==> src/rtl/router_pkt_tx_if.sv <==
// Command/back-pressure and byte-stream bundle of the router packet transmitter.
// The slave modport is the transmitter; the master modport is the side requesting packets.
interface router_pkt_tx_if #(
  parameter int unsigned CNT_W = 16
);
  logic             start;
  logic [1:0]       dest_addr;
  logic [5:0]       pay_len;
  logic             mode;
  logic [7:0]       seed;
  logic             busy;
  logic [7:0]       data_out;
  logic             pkt_valid;
  logic             done;
  logic             err;
  logic             idle;
  logic [CNT_W-1:0] pkt_cnt;

  modport master (
    output start, dest_addr, pay_len, mode, seed, busy,
    input  data_out, pkt_valid, done, err, idle, pkt_cnt
  );

  modport slave (
    input  start, dest_addr, pay_len, mode, seed, busy,
    output data_out, pkt_valid, done, err, idle, pkt_cnt
  );
endinterface

==> src/rtl/router_pkt_tx.sv <==
// Router test-packet generator: header {len, addr}, len payload bytes, even-parity byte.
// All outputs are registered; busy freezes the byte stream outside IDLE.
module router_pkt_tx #(
  parameter int unsigned CNT_W = 16
) (
  input logic            clk,
  input logic            rst,
  router_pkt_tx_if.slave bus
);

  typedef enum logic [1:0] {StIdle, StHeader, StPayload, StParity} state_e;

  state_e           state_q;
  logic [7:0]       data_q;
  logic             valid_q;
  logic             done_q;
  logic             err_q;
  logic             idle_q;
  logic [CNT_W-1:0] cnt_q;
  logic [7:0]       par_q;
  logic [5:0]       rem_q;
  logic [5:0]       len_q;
  logic [7:0]       pat_q;
  logic             mode_q;

  // pat_q always holds the next payload byte to be presented.
  function automatic logic [7:0] next_pat(input logic [7:0] cur, input logic lfsr);
    return lfsr ? {cur[6:0], cur[7] ^ cur[5] ^ cur[4] ^ cur[3]} : cur + 8'd1;
  endfunction

  always_ff @(posedge clk or posedge rst) begin
    if (rst) begin
      state_q <= StIdle;
      data_q  <= 8'h00;
      valid_q <= 1'b0;
      done_q  <= 1'b0;
      err_q   <= 1'b0;
      idle_q  <= 1'b1;
      cnt_q   <= '0;
      par_q   <= 8'h00;
      rem_q   <= 6'd0;
      len_q   <= 6'd0;
      pat_q   <= 8'h00;
      mode_q  <= 1'b0;
    end else begin
      done_q <= 1'b0;
      err_q  <= 1'b0;
      unique case (state_q)
        StIdle: begin
          if (bus.start) begin
            if (bus.pay_len != 6'd0) begin
              len_q   <= bus.pay_len;
              mode_q  <= bus.mode;
              data_q  <= {bus.pay_len, bus.dest_addr};
              par_q   <= {bus.pay_len, bus.dest_addr};
              valid_q <= 1'b1;
              idle_q  <= 1'b0;
              // An all-zero LFSR would lock up, so seed 0 is replaced by 1.
              pat_q   <= (bus.mode && bus.seed == 8'h00) ? 8'h01 : bus.seed;
              state_q <= StHeader;
            end else begin
              err_q <= 1'b1;
            end
          end
        end
        StHeader: begin
          if (!bus.busy) begin
            data_q  <= pat_q;
            pat_q   <= next_pat(pat_q, mode_q);
            rem_q   <= len_q;
            state_q <= StPayload;
          end
        end
        StPayload: begin
          if (!bus.busy) begin
            par_q <= par_q ^ data_q;
            rem_q <= rem_q - 6'd1;
            if (rem_q == 6'd1) begin
              data_q  <= par_q ^ data_q;
              valid_q <= 1'b0;
              state_q <= StParity;
            end else begin
              data_q <= pat_q;
              pat_q  <= next_pat(pat_q, mode_q);
            end
          end
        end
        StParity: begin
          if (!bus.busy) begin
            data_q  <= 8'h00;
            idle_q  <= 1'b1;
            done_q  <= 1'b1;
            cnt_q   <= cnt_q + CNT_W'(1);
            state_q <= StIdle;
          end
        end
        default: state_q <= StIdle;
      endcase
    end
  end

  assign bus.data_out  = data_q;
  assign bus.pkt_valid = valid_q;
  assign bus.done      = done_q;
  assign bus.err       = err_q;
  assign bus.idle      = idle_q;
  assign bus.pkt_cnt   = cnt_q;

endmodule

==> src/flat_wrapper.sv <==
// flat-port wrapper written by rule: the top's interface ports become plain ports
module router_pkt_tx_flat 
#(
  parameter int unsigned CNT_W = 16
)
  (clk, rst, bus_start, bus_dest_addr, bus_pay_len, bus_mode, bus_seed, bus_busy, bus_data_out, bus_pkt_valid, bus_done, bus_err, bus_idle, bus_pkt_cnt);
  router_pkt_tx_if #(.CNT_W(CNT_W)) bus_i ();
  input logic clk;
  input logic rst;
  input wire logic [$bits(bus_i.start)-1:0] bus_start;
  input wire logic [$bits(bus_i.dest_addr)-1:0] bus_dest_addr;
  input wire logic [$bits(bus_i.pay_len)-1:0] bus_pay_len;
  input wire logic [$bits(bus_i.mode)-1:0] bus_mode;
  input wire logic [$bits(bus_i.seed)-1:0] bus_seed;
  input wire logic [$bits(bus_i.busy)-1:0] bus_busy;
  output wire logic [$bits(bus_i.data_out)-1:0] bus_data_out;
  output wire logic [$bits(bus_i.pkt_valid)-1:0] bus_pkt_valid;
  output wire logic [$bits(bus_i.done)-1:0] bus_done;
  output wire logic [$bits(bus_i.err)-1:0] bus_err;
  output wire logic [$bits(bus_i.idle)-1:0] bus_idle;
  output wire logic [$bits(bus_i.pkt_cnt)-1:0] bus_pkt_cnt;
  assign bus_i.start = bus_start;
  assign bus_i.dest_addr = bus_dest_addr;
  assign bus_i.pay_len = bus_pay_len;
  assign bus_i.mode = bus_mode;
  assign bus_i.seed = bus_seed;
  assign bus_i.busy = bus_busy;
  assign bus_data_out = bus_i.data_out;
  assign bus_pkt_valid = bus_i.pkt_valid;
  assign bus_done = bus_i.done;
  assign bus_err = bus_i.err;
  assign bus_idle = bus_i.idle;
  assign bus_pkt_cnt = bus_i.pkt_cnt;
  router_pkt_tx #(.CNT_W(CNT_W)) u_core (.clk(clk), .rst(rst), .bus(bus_i));
endmodule
==> config.mk <==
export PLATFORM = sky130hd
export DESIGN_NAME = router_pkt_tx_flat
export DESIGN_NICKNAME = d
export VERILOG_FILES = /design/src/rtl/router_pkt_tx_if.sv /design/src/rtl/router_pkt_tx.sv /design/src/flat_wrapper.sv
export SDC_FILE = /design/constraint.sdc
export NUM_CORES = 1
export LEC_CHECK = 0
export ABC_AREA = 1
export BUFFER_PORTS_ARGS = -buffer_cell sky130_fd_sc_hd__buf_2
export CAP_MARGIN = 20
export CORE_UTILIZATION = 58
export DETAILED_ROUTE_END_ITERATION = 6
export PLACE_DENSITY_LB_ADDON = 0.15
export SLEW_MARGIN = 10
export SYNTH_ARGS = -nofsm -noshare
export SYNTH_HDL_FRONTEND = slang
export SYNTH_SLANG_ARGS = --single-unit
export TNS_END_PERCENT = 10
==> constraint.sdc <==
create_clock -name clk -period 2.2 [get_ports clk]
set_clock_uncertainty 0.05 [all_clocks]
set_input_delay 0.11 -clock clk [delete_from_list [all_inputs] [get_ports clk]]
set_output_delay 0.11 -clock clk [all_outputs]
set_load 0.005 [all_outputs]
==> flow_summary.yaml <==
grt:
  grt_pass1_vias: 3143
  grt_use_met1_pct: 38.36
  grt_pass1_wl_mm: 14.41
  gr-usage-met2_pct: 46.19
  track_usage_pct: 28.85
  use_met3_pct: 4.545
  grt_max_degree: 38
  antenna_found_initial: 0
  grt_busiest_layer: "met2"
  grt-ovfl-total: 0
min_path:
  hold_depth: 3
  holdPathEnd: "u_core.bus.err"
  hold_class: "primary input to register"
  hp-start: "bus_start"
critical_path:
  rrSetupSlack_ns: 0.20
  worstReg2RegEnd: "u_core.pat_q[0]"
  critPathLaunchType: "register"
  crit_arrival_ns: 2.23
  path_common_cell: "nand2_1"
  critical_path_class: "register to register"
  crit_path_top_delay_cell: "ha_1"
  reg2reg_from: "u_core.state_q[0]"
  startpoint: "u_core.state_q[0]"
  slowest_delay_ns: 0.46
  endpoint_kind: "register"
  crit_required_ns: 2.43
  critPathMaxFanout: 19
  crit_chain: "inv_1 > ha_1 > inv_8 > nand2_4 > nand2_2 > o21ai_2 > nand3_4 > inv_2 > nand2_1 > nand2_1"
  critPathBufInv: 3
  reg2reg_depth: 10
  critical_path.top_delay_family: "simple AND/OR/NAND/NOR gates"
clock_network:
  clk_pin_slew_ns: 0.07
  clock_latency_ns: 0.35
  postCtsResizedCells: 0
  clockBufferDepth: 2
  cts_inserted_buffers: 9
  ctsRootBufferMaster: "clkbuf_8"
  postCtsSetupBuffers: 0
  htreeDepth: 3
  cts_sinks: 59
  cts_hold_buf: 1
  cts_tree: "done"
logic_synthesis:
  ys_async_sr_fraction_pct: 100.0
  synth_commonest_cells: "nand2_1, nor2_1, dfrtp_1"
  synthTopCellsByArea: "dfrtp_1, nand2_1, o21ai_0"
  synth.yosys.seq_area_share_pct: 41.35
  synth_edf_count: 0
  yosysWarnings: 0
  syn-cell-area_sq_um: 3573
  synth.most_common_cell: "nand2_1"
  yosysUniqueCellTypes: 36
  synth.top_cell.area_share_pct: 40.62
  syn_area_per_cell_sq_um: 7.338
  synth_flop_cell: "dfrtp_1"
  synthCells: 487
  synth.largest_area_cell: "dfrtp_1"
  synth.net_count: 516
  synth.ff_latch_count: 59
placed_design:
  port_buffers: 48
  dp.final_hpwl_mm: 5.886
  dp_cells: 601
  post-place-ws_ns: 0.2643
  gp_congestion: 0.9211
finish:
  final_cell_count_no_fill: 618
  n_antenna_cell: 0
  fill_cells: 507
  multi_input_area_sq_um: 1818
  seq_area_sq_um: 1478
  nets: 567
  syn_to_final_growth_pct: 14.88
  layout-drive-gt1-share_pct: 17.13
floorplan:
  core_area_sq_um: 5921
  io_pins: 49
  die_area_sq_um: 6479
  num_rows: 28
  dieHeight_um: 80.49
  die_x_um: 80.49
  initial_core_util_pct: 60.36
drt:
  finalWirelength_mm: 8.178
  firstDrtPassIters: 5
  vias: 3256
  wl_per_cell_um: 13.23
  drt_iter0_drc: 244
  drc: 0
  via_per_inst: 5.269
  antenna_left: 0
timing:
  setup_slack_ns: 0.1964
  clock.fmax_mhz: 499.1
  fin_crit_ns: 2.004
  rsz0062_at_grt: "false"
  max-slew-margin-rel_pct: 65.57
  hold-worst-slack_ns: 0.02006
  worst_slew_pin_slew_ns: 0.5158
  setup_viol: 0
  finalHoldViolations: 0
  drv_slew: 0
  finalCritPeriodShare_pct: 91.07
  fin_setup_tns_ns: 0
job:
  maxCapViolations: 0
power:
  sw_frac_of_total_pct: 45.25
  comb_power_share_pct: 47.3
  switchingPower_mw: 2.647
  vdd_drop_max_mv: 0.7626
  seqPwrFrac_pct: 33.2
  power_per_cell_area_nw_per_um2: 1425
  p_int_mw: 3.203
  leakagePower_nw: 2.186
  pwr-share-clk_pct: 19.6
status:
  status: "finished clean"
layer usage:
| layer | vias to the layer above | wire [um] |
|---|---|---|
| li1 | 1636 | - |
| met1 | 1506 | 3733 |
| met2 | 96 | 3819 |
| met3 | 18 | 441 |
| met4 | 0 | 183 |
| met5 | - | 0 |
kinds of logic after synthesis:
logic type / count (synthesis) / share of synthesized area, %
simple gates: 262 / 32.14
compound gates: 80 / 12.50
buf+inv: 64 / 7.773
flops: 59 / 41.35
xor+xnor: 14 / 3.431
fa+ha+maj: 8 / 2.801
per-stage QoR:
stage / util (%) / total power [mW] / area [sq um]
global placement: 65.32 / 4.548 / 3867
floorplan: - / 4.013 / 3573
global route: 69.34 / 6.410 / 4105
finish: 69.34 / 5.850 / 4105
detailed placement: 65.32 / 4.666 / 3867
CTS: 69.34 / 5.849 / 4105
sequential cells by signal, indices dropped and copies added (netlist names), 2 cells and up:
register and cells:
u_core.rem_q 6, u_core.bus.pkt_cnt 16, u_core.bus.data_out 8, u_core.pat_q 8
u_core.state_q 2, u_core.len_q 6, u_core.par_q 8
layout by cell type (no fill, tap or decap), types with 8 or more instances in the layout:
| cell type | n |
|---|---|
| nand2_1 | 158 |
| nor2_1 | 62 |
| dfrtp_1 | 58 |
| buf_2 | 48 |
| inv_1 | 47 |
| o21ai_0 | 47 |
| a21oi_1 | 17 |
| nand3_1 | 13 |
| clkbuf_8 | 11 |
| ha_1 | 8 |
worst register-to-register path, delay by kind of cell, from the launching register on:
family / cells / cell delay, ns
and+or+nand+nor: 5 / 0.51
adders and majority gates: 1 / 0.46
buffers and inverters: 3 / 0.41
DFF: 1 / 0.40
AOI/OAI and AO/OA: 1 / 0.10
power by group through the flow:
stage / Clock [mW] / Combinational [mW] / Sequential (mW)
2_1_floorplan: 0 / 2.21 / 1.81
3_3_place_gp: 0 / 2.62 / 1.92
3_5_place_dp: 0 / 2.73 / 1.94
4_1_cts: 1.16 / 2.77 / 1.93
5_1_grt: 1.20 / 3.21 / 2.01
6_report: 1.14 / 2.77 / 1.94
how the worst max path moves through the flow:
| stage | cells past startpoint | slack (ns) | end |
|---|---|---|---|
| floorplan | 1 | 0.59 | u_core.bus.data_out[0] |
| finish | 10 | 0.20 | u_core.pat_q[0] |
| global route | 7 | 0.01 | u_core.bus.idle |
| detailed placement | 10 | 0.26 | u_core.pat_q[6] |
| global placement | 10 | 0.31 | u_core.pat_q[7] |
| CTS | 10 | 0.23 | u_core.pat_q[0] |
layout make-up:
class                   count  share of cell area [%]
repair buffers             52                   6.949
clock inverters             4                   1.768
multi-input cells         364                   44.29
inverters                  52                   4.938
clock buffers              12                   3.779
well taps                  75                   2.286
flip-flops and latches     59                   36.00
Note: power is estimated with default switching activity, not from simulation.
